===== src/rtl/sim_ram_arb.sv =====
// Round-robin bridge from NCH core request channels to one 64-bit RAMHelper-style port.
// Define SIM_RAM_ARB_ERR_EN to flag out-of-range or misaligned addresses instead of wrapping.
module sim_ram_arb #(
    parameter int          NCH  = 2,
    parameter int          AW   = 16,
    parameter logic [63:0] BASE = 64'h8000_0000,
    parameter int          LAT  = 1
) (
    input  logic              clk,
    input  logic              rst_n,
    input  logic [NCH-1:0]    ch_cen_i,
    input  logic [NCH-1:0]    ch_wen_i,
    input  logic [NCH*64-1:0] ch_addr_i,
    input  logic [NCH*64-1:0] ch_wdata_i,
    input  logic [NCH*8-1:0]  ch_wmask_i,
    output logic [NCH-1:0]    ch_ready_o,
    output logic [63:0]       ch_rdata_o,
    output logic              ch_err_o,
    output logic              busy_o,
    output logic              mem_en_o,
    output logic              mem_wen_o,
    output logic [AW-1:0]     mem_idx_o,
    output logic [63:0]       mem_wdata_o,
    output logic [63:0]       mem_wmask_o,
    input  logic [63:0]       mem_rdata_i
);
    localparam int GW = (NCH > 1) ? $clog2(NCH) : 1;

    typedef enum logic [1:0] {IDLE, ACCESS, WAIT, RESP} state_t;

    function automatic logic [63:0] expand_mask(input logic [7:0] m);
        logic [63:0] r;
        for (int b = 0; b < 8; b++) r[8*b +: 8] = {8{m[b]}};
        return r;
    endfunction

    state_t         state_q;
    logic [GW-1:0]  rr_q, gnt_q, gnt_d, rr_d;
    logic [2:0]     cnt_q;
    logic [63:0]    rdata_q;
    logic           err_q, ch_err_q, busy_q;
    logic [NCH-1:0] ready_q;
    logic           mem_en_q, mem_wen_q;
    logic [AW-1:0]  mem_idx_q;
    logic [63:0]    mem_wdata_q, mem_wmask_q;

    logic           any_d, sel_wen, sel_err;
    logic [63:0]    sel_addr, sel_wdata;
    logic [7:0]     sel_wmask;
    logic [AW-1:0]  sel_idx;

    // First requester at or after the round-robin pointer, wrapping modulo NCH.
    always_comb begin
        int j;
        j     = 0;
        any_d = 1'b0;
        gnt_d = '0;
        for (int i = 0; i < NCH; i++) begin
            j = int'(rr_q) + i;
            if (j >= NCH) j = j - NCH;
            if (!any_d && ch_cen_i[j]) begin
                any_d = 1'b1;
                gnt_d = GW'(j);
            end
        end
    end

    always_comb begin
        sel_wen   = 1'b0;
        sel_addr  = '0;
        sel_wdata = '0;
        sel_wmask = '0;
        for (int k = 0; k < NCH; k++) begin
            if (gnt_d == GW'(k)) begin
                sel_wen   = ch_wen_i[k];
                sel_addr  = ch_addr_i[64*k +: 64];
                sel_wdata = ch_wdata_i[64*k +: 64];
                sel_wmask = ch_wmask_i[8*k +: 8];
            end
        end
    end

    assign sel_idx = AW'((sel_addr - BASE) >> 3);
    assign rr_d    = (gnt_q == GW'(NCH - 1)) ? '0 : gnt_q + 1'b1;

`ifdef SIM_RAM_ARB_ERR_EN
    localparam logic [63:0] TOP = BASE + (64'd8 << AW);
    assign sel_err = (sel_addr < BASE) || (sel_addr >= TOP) || (sel_addr[2:0] != 3'b000);
`else
    assign sel_err = 1'b0;
`endif

    always_ff @(posedge clk or negedge rst_n) begin
        if (!rst_n) begin
            state_q     <= IDLE;
            rr_q        <= '0;
            gnt_q       <= '0;
            cnt_q       <= '0;
            rdata_q     <= '0;
            err_q       <= 1'b0;
            ch_err_q    <= 1'b0;
            busy_q      <= 1'b0;
            ready_q     <= '0;
            mem_en_q    <= 1'b0;
            mem_wen_q   <= 1'b0;
            mem_idx_q   <= '0;
            mem_wdata_q <= '0;
            mem_wmask_q <= '0;
        end else begin
            case (state_q)
                IDLE: begin
                    if (any_d) begin
                        gnt_q       <= gnt_d;
                        err_q       <= sel_err;
                        mem_en_q    <= ~sel_err;
                        mem_wen_q   <= sel_wen;
                        mem_idx_q   <= sel_idx;
                        mem_wdata_q <= sel_wdata;
                        mem_wmask_q <= sel_wen ? expand_mask(sel_wmask) : '0;
                        busy_q      <= 1'b1;
                        state_q     <= ACCESS;
                    end
                end
                ACCESS: begin
                    if (err_q)
                        rdata_q <= '0;
                    else if (!mem_wen_q)
                        rdata_q <= mem_rdata_i;
                    mem_en_q    <= 1'b0;
                    mem_wen_q   <= 1'b0;
                    mem_idx_q   <= '0;
                    mem_wdata_q <= '0;
                    mem_wmask_q <= '0;
                    cnt_q       <= 3'(LAT - 1);
                    if (LAT == 1) begin
                        ready_q  <= NCH'(1) << gnt_q;
                        ch_err_q <= err_q;
                        state_q  <= RESP;
                    end else begin
                        state_q  <= WAIT;
                    end
                end
                WAIT: begin
                    cnt_q <= cnt_q - 3'd1;
                    if (cnt_q == 3'd1) begin
                        ready_q  <= NCH'(1) << gnt_q;
                        ch_err_q <= err_q;
                        state_q  <= RESP;
                    end
                end
                RESP: begin
                    ready_q  <= '0;
                    ch_err_q <= 1'b0;
                    busy_q   <= 1'b0;
                    rr_q     <= rr_d;
                    state_q  <= IDLE;
                end
                default: state_q <= IDLE;
            endcase
        end
    end

    assign ch_ready_o  = ready_q;
    assign ch_rdata_o  = rdata_q;
    assign ch_err_o    = ch_err_q;
    assign busy_o      = busy_q;
    assign mem_en_o    = mem_en_q;
    assign mem_wen_o   = mem_wen_q;
    assign mem_idx_o   = mem_idx_q;
    assign mem_wdata_o = mem_wdata_q;
    assign mem_wmask_o = mem_wmask_q;
endmodule


===== config.mk =====
export PLATFORM = sky130hd
export DESIGN_NAME = sim_ram_arb
export DESIGN_NICKNAME = d
export VERILOG_FILES = /design/src/rtl/sim_ram_arb.sv
export SDC_FILE = /design/constraint.sdc
export NUM_CORES = 1
export LEC_CHECK = 0
export ABC_CLOCK_PERIOD_IN_PS = 1850
export CORE_AREA = 3 3 217 219
export DETAILED_ROUTE_END_ITERATION = 8
export DIE_AREA = 0 0 220 222
export SYNTH_ARGS = -nofsm -noshare
export SYNTH_HDL_FRONTEND = slang
export SYNTH_SLANG_ARGS = --single-unit

===== constraint.sdc =====
create_clock -name clk -period 1.85 [get_ports clk]
set_input_delay 0.37 -clock clk [delete_from_list [all_inputs] [get_ports clk]]
set_output_delay 0.37 -clock clk [all_outputs]
set_load 0.02 [all_outputs]

==> reports/metrics.yaml <==
synth:
  synth_most_common_cell: "dfrtp_1"
  synth.distinct_cells: 31
  synth_ff_type: "dfrtp_1"
  synth_top_cell_area_share_pct: 56.2
  synth_edf_count: 0
  ys_async_sr_fraction_pct: 100
  synth_top_area_cell: "dfrtp_1"
  synth.net_count: 907
  yosys_warnings: 0
  netlist_area_um2: 7300
  netlist_instances: 558
  ys_ff_latch: 164
  synth.area.top_cells: "dfrtp_1, a221o_1, mux2_2, and3_1, buf_4"
  syn_area_per_cell_um2: 13.1
  yosysSeqAreaShare_pct: 56.2
  synth_commonest_cells: "dfrtp_1, a221o_1, and3_1, mux2_2, buf_4"
power_and_ir_drop:
  power.leakage_nw: 6.82
  finalPower_mw: 22.5
  power_density_nw_per_um2: 1690
  ir_worst_vdd_mv: 0.953
sta:
  setup_viol: 0
  rsz0062_at_grt: "true"
  fmax_mhz: 553
  worstMarginPinSlew_ns: 0.512
  layout_setup_ws_ns: 0.0419
  finalMaxSlewViolations: 0
  fin_crit_sh_pct: 97.7
  hold_violations: 0
  worst_hold_slack_ns: 0.454
  finalClockSkew_ns: 0.00600
  fin_crit_ns: 1.81
  relSlewSlack_pct: 65.9
detailed_routing:
  viasPerCell: 3.96
  first_pass_iters: 4
  wl_um: 29000
  met2_length_um: 14600
  top_layer: "met5"
  wl_met1_um: 11200
  wl_per_cell_um: 18.1
  met3WireLength_um: 2930
  vias: 6361
  dr.first_iter.drc_count: 250
  ant_nets: 0
  drc: 0
critical_path:
  critPathMaxFanout: 9
  cp-end-kind: "flip-flop"
  reg2reg_to: "mem_wen_o"
  worstRegToRegCells: 7
  reg2reg_slack_ns: 0.04
  crit_start: "state_q[0]"
  required_ns: 2.23
  r2r_start: "state_q[0]"
  crit_path_start_kind: "flip-flop"
  timing.critical_path.to: "mem_wen_o"
  critPathKind: "reg2reg"
  crit_arrival_ns: 2.19
placement:
  place_congestion: 0.758
  dpl_worst_slack_ns: -0.211
  io_buffers: 458
  placed_area_um2: 12500
  hpwl_um: 20700
die:
  coreArea_um2: 45300
  start_util_pct: 16.1
  fp.dieArea_um2: 48800
  die_x_um: 220
  die_h_um: 222
  row_count: 78
  pin_count: 556
finish:
  final_area_um2: 13400
  antenna_cells: 0
  post-route-util_pct: 29.5
  area_delta_synth_final_pct: 82.9
  finalNetCount: 1343
  drive_gt1_share_pct: 16.8
clocking:
  htree_levels: 4
  cts-root-buf: "clkbuf_16"
  cts.sinks: 164
  cts_buffer_depth: 2
  insertion_delay_ns: 0.44
  clk_pin_slew_ns: 0.06
  cts_tree: "yes"
  cts_made_buffers: 17
grt:
  grt_pass1_vias: 6582
  grt_usage_pct: 10.7
  grt_pass1_wl_um: 39500
  grt_antenna_before_repair: 1
  overflow: 0
  grt_max_degree: 46
hold_path:
  hp-class: "in2async"
job:
  drv_cap: 0
run_status:
  status: "finished, final reports clean"
## placed cells by master (no fill, tap or decap), drive strengths merged, types with 3 or more instances in the layout
cell and count:
dfrtp 164, clkbuf 27, nor3b 9, dlymetal6s2s 48
clkinvlp 4, clkinv 4, clkdlybuf4s50 314, o21ai 4
dlygate4sd2 94, ha 7, buf 57, and3 82
nor2b 4, mux2i 3, nor2 3, nand2 4
mux2 66, inv 5, a221o 89
## report_power, final
| part | internal, mW | total (mW) | leakage, nW | switching [mW] |
|---|---|---|---|---|
| sequential | 5.32 | 6.32 | 2.10 | 1.00 |
| clock | 1.86 | 3.34 | 0.251 | 1.48 |
| combinational | 6.51 | 12.9 | 4.47 | 6.34 |
| total | 13.7 | 22.5 | 6.82 | 8.82 |
## sequential cells by signal (all words and copies together) (netlist names)
name,count
mem_idx_o,16
cnt_q,3
mem_wen_o,1
state_q,2
ch_ready_o,2
busy_o,1
rr_q,1
gnt_q,1
mem_wdata_o,64
mem_en_o,1
mem_wmask_o,8
ch_rdata_o,64
## routing by layer
metal	up-vias	track usage, %
met5	-	0
met4	2	3.18
met3	21	4.56
met2	293	18.7
met1	3112	11.6
li1	2933	-
## layout make-up
class / count / area, um2
well taps: 600 / 751
fillers: 4685 / 31900
multi-input cells: 286 / 2580
clock inverters: 9 / 83.8
flip-flops and latches: 164 / 4110
inverters: 5 / 18.8
repair buffers: 520 / 5360
clock buffers: 21 / 450
## worst max-delay path, stage by stage, from the launching register on
cell,delay [ns]
dfrtp_2,0.42
inv_2,0.09
ha_4,0.16
or3b_4,0.40
o21ai_4,0.12
buf_4,0.21
buf_6,0.17
a221o_1,0.16
## cell families (layout without fill, tap and decap cells)
logic type | Yosys count | in the layout | synth area share (%)
flip-flops | 164 | 164 | 56.2
AND/OR/NAND/NOR | 108 | 108 | 9.27
buffers and inverters | 108 | 555 | 9.15
AO/OA/AOI/OAI | 101 | 101 | 13.5
multiplexers | 69 | 69 | 10.6
adder cells (fa/ha/maj) | 7 | 7 | 1.20
other | 1 | 1 | 0.0514
## timing repair
action / CTS / global route
buffers inserted: 0 / 3
endpoints found under the setup margin: 112 / 129
hold buffers: 1 / 0
hold endpoints to repair: 30 / 0
cloned: 0 / 10
resized for setup: 96 / 56
pin swaps: 0 / 8
## metrics by stage
| step | cells | setup TNS (ns) |
|---|---|---|
| 2_1_floorplan | 558 | 0 |
| 3_3_place_gp | 1561 | -14.94 |
| 3_5_place_dp | 1561 | -15.37 |
| 4_1_cts | 1592 | 0 |
| 5_1_grt | 1605 | -0.608 |
| 6_report | 1605 | 0 |
## how the worst min path moves through the flow
stage                      from             end  slack [ns]
final                     rst_n  ch_rdata_o[61]        0.45
after global routing      rst_n  ch_rdata_o[61]        0.46
after CTS                 rst_n  ch_rdata_o[61]        0.44
after detailed placement  rst_n  ch_rdata_o[61]        0.36
after global placement    rst_n  ch_rdata_o[36]        0.37
after floorplan           rst_n          busy_o        0.07
Power figures use the tool's default switching activity.
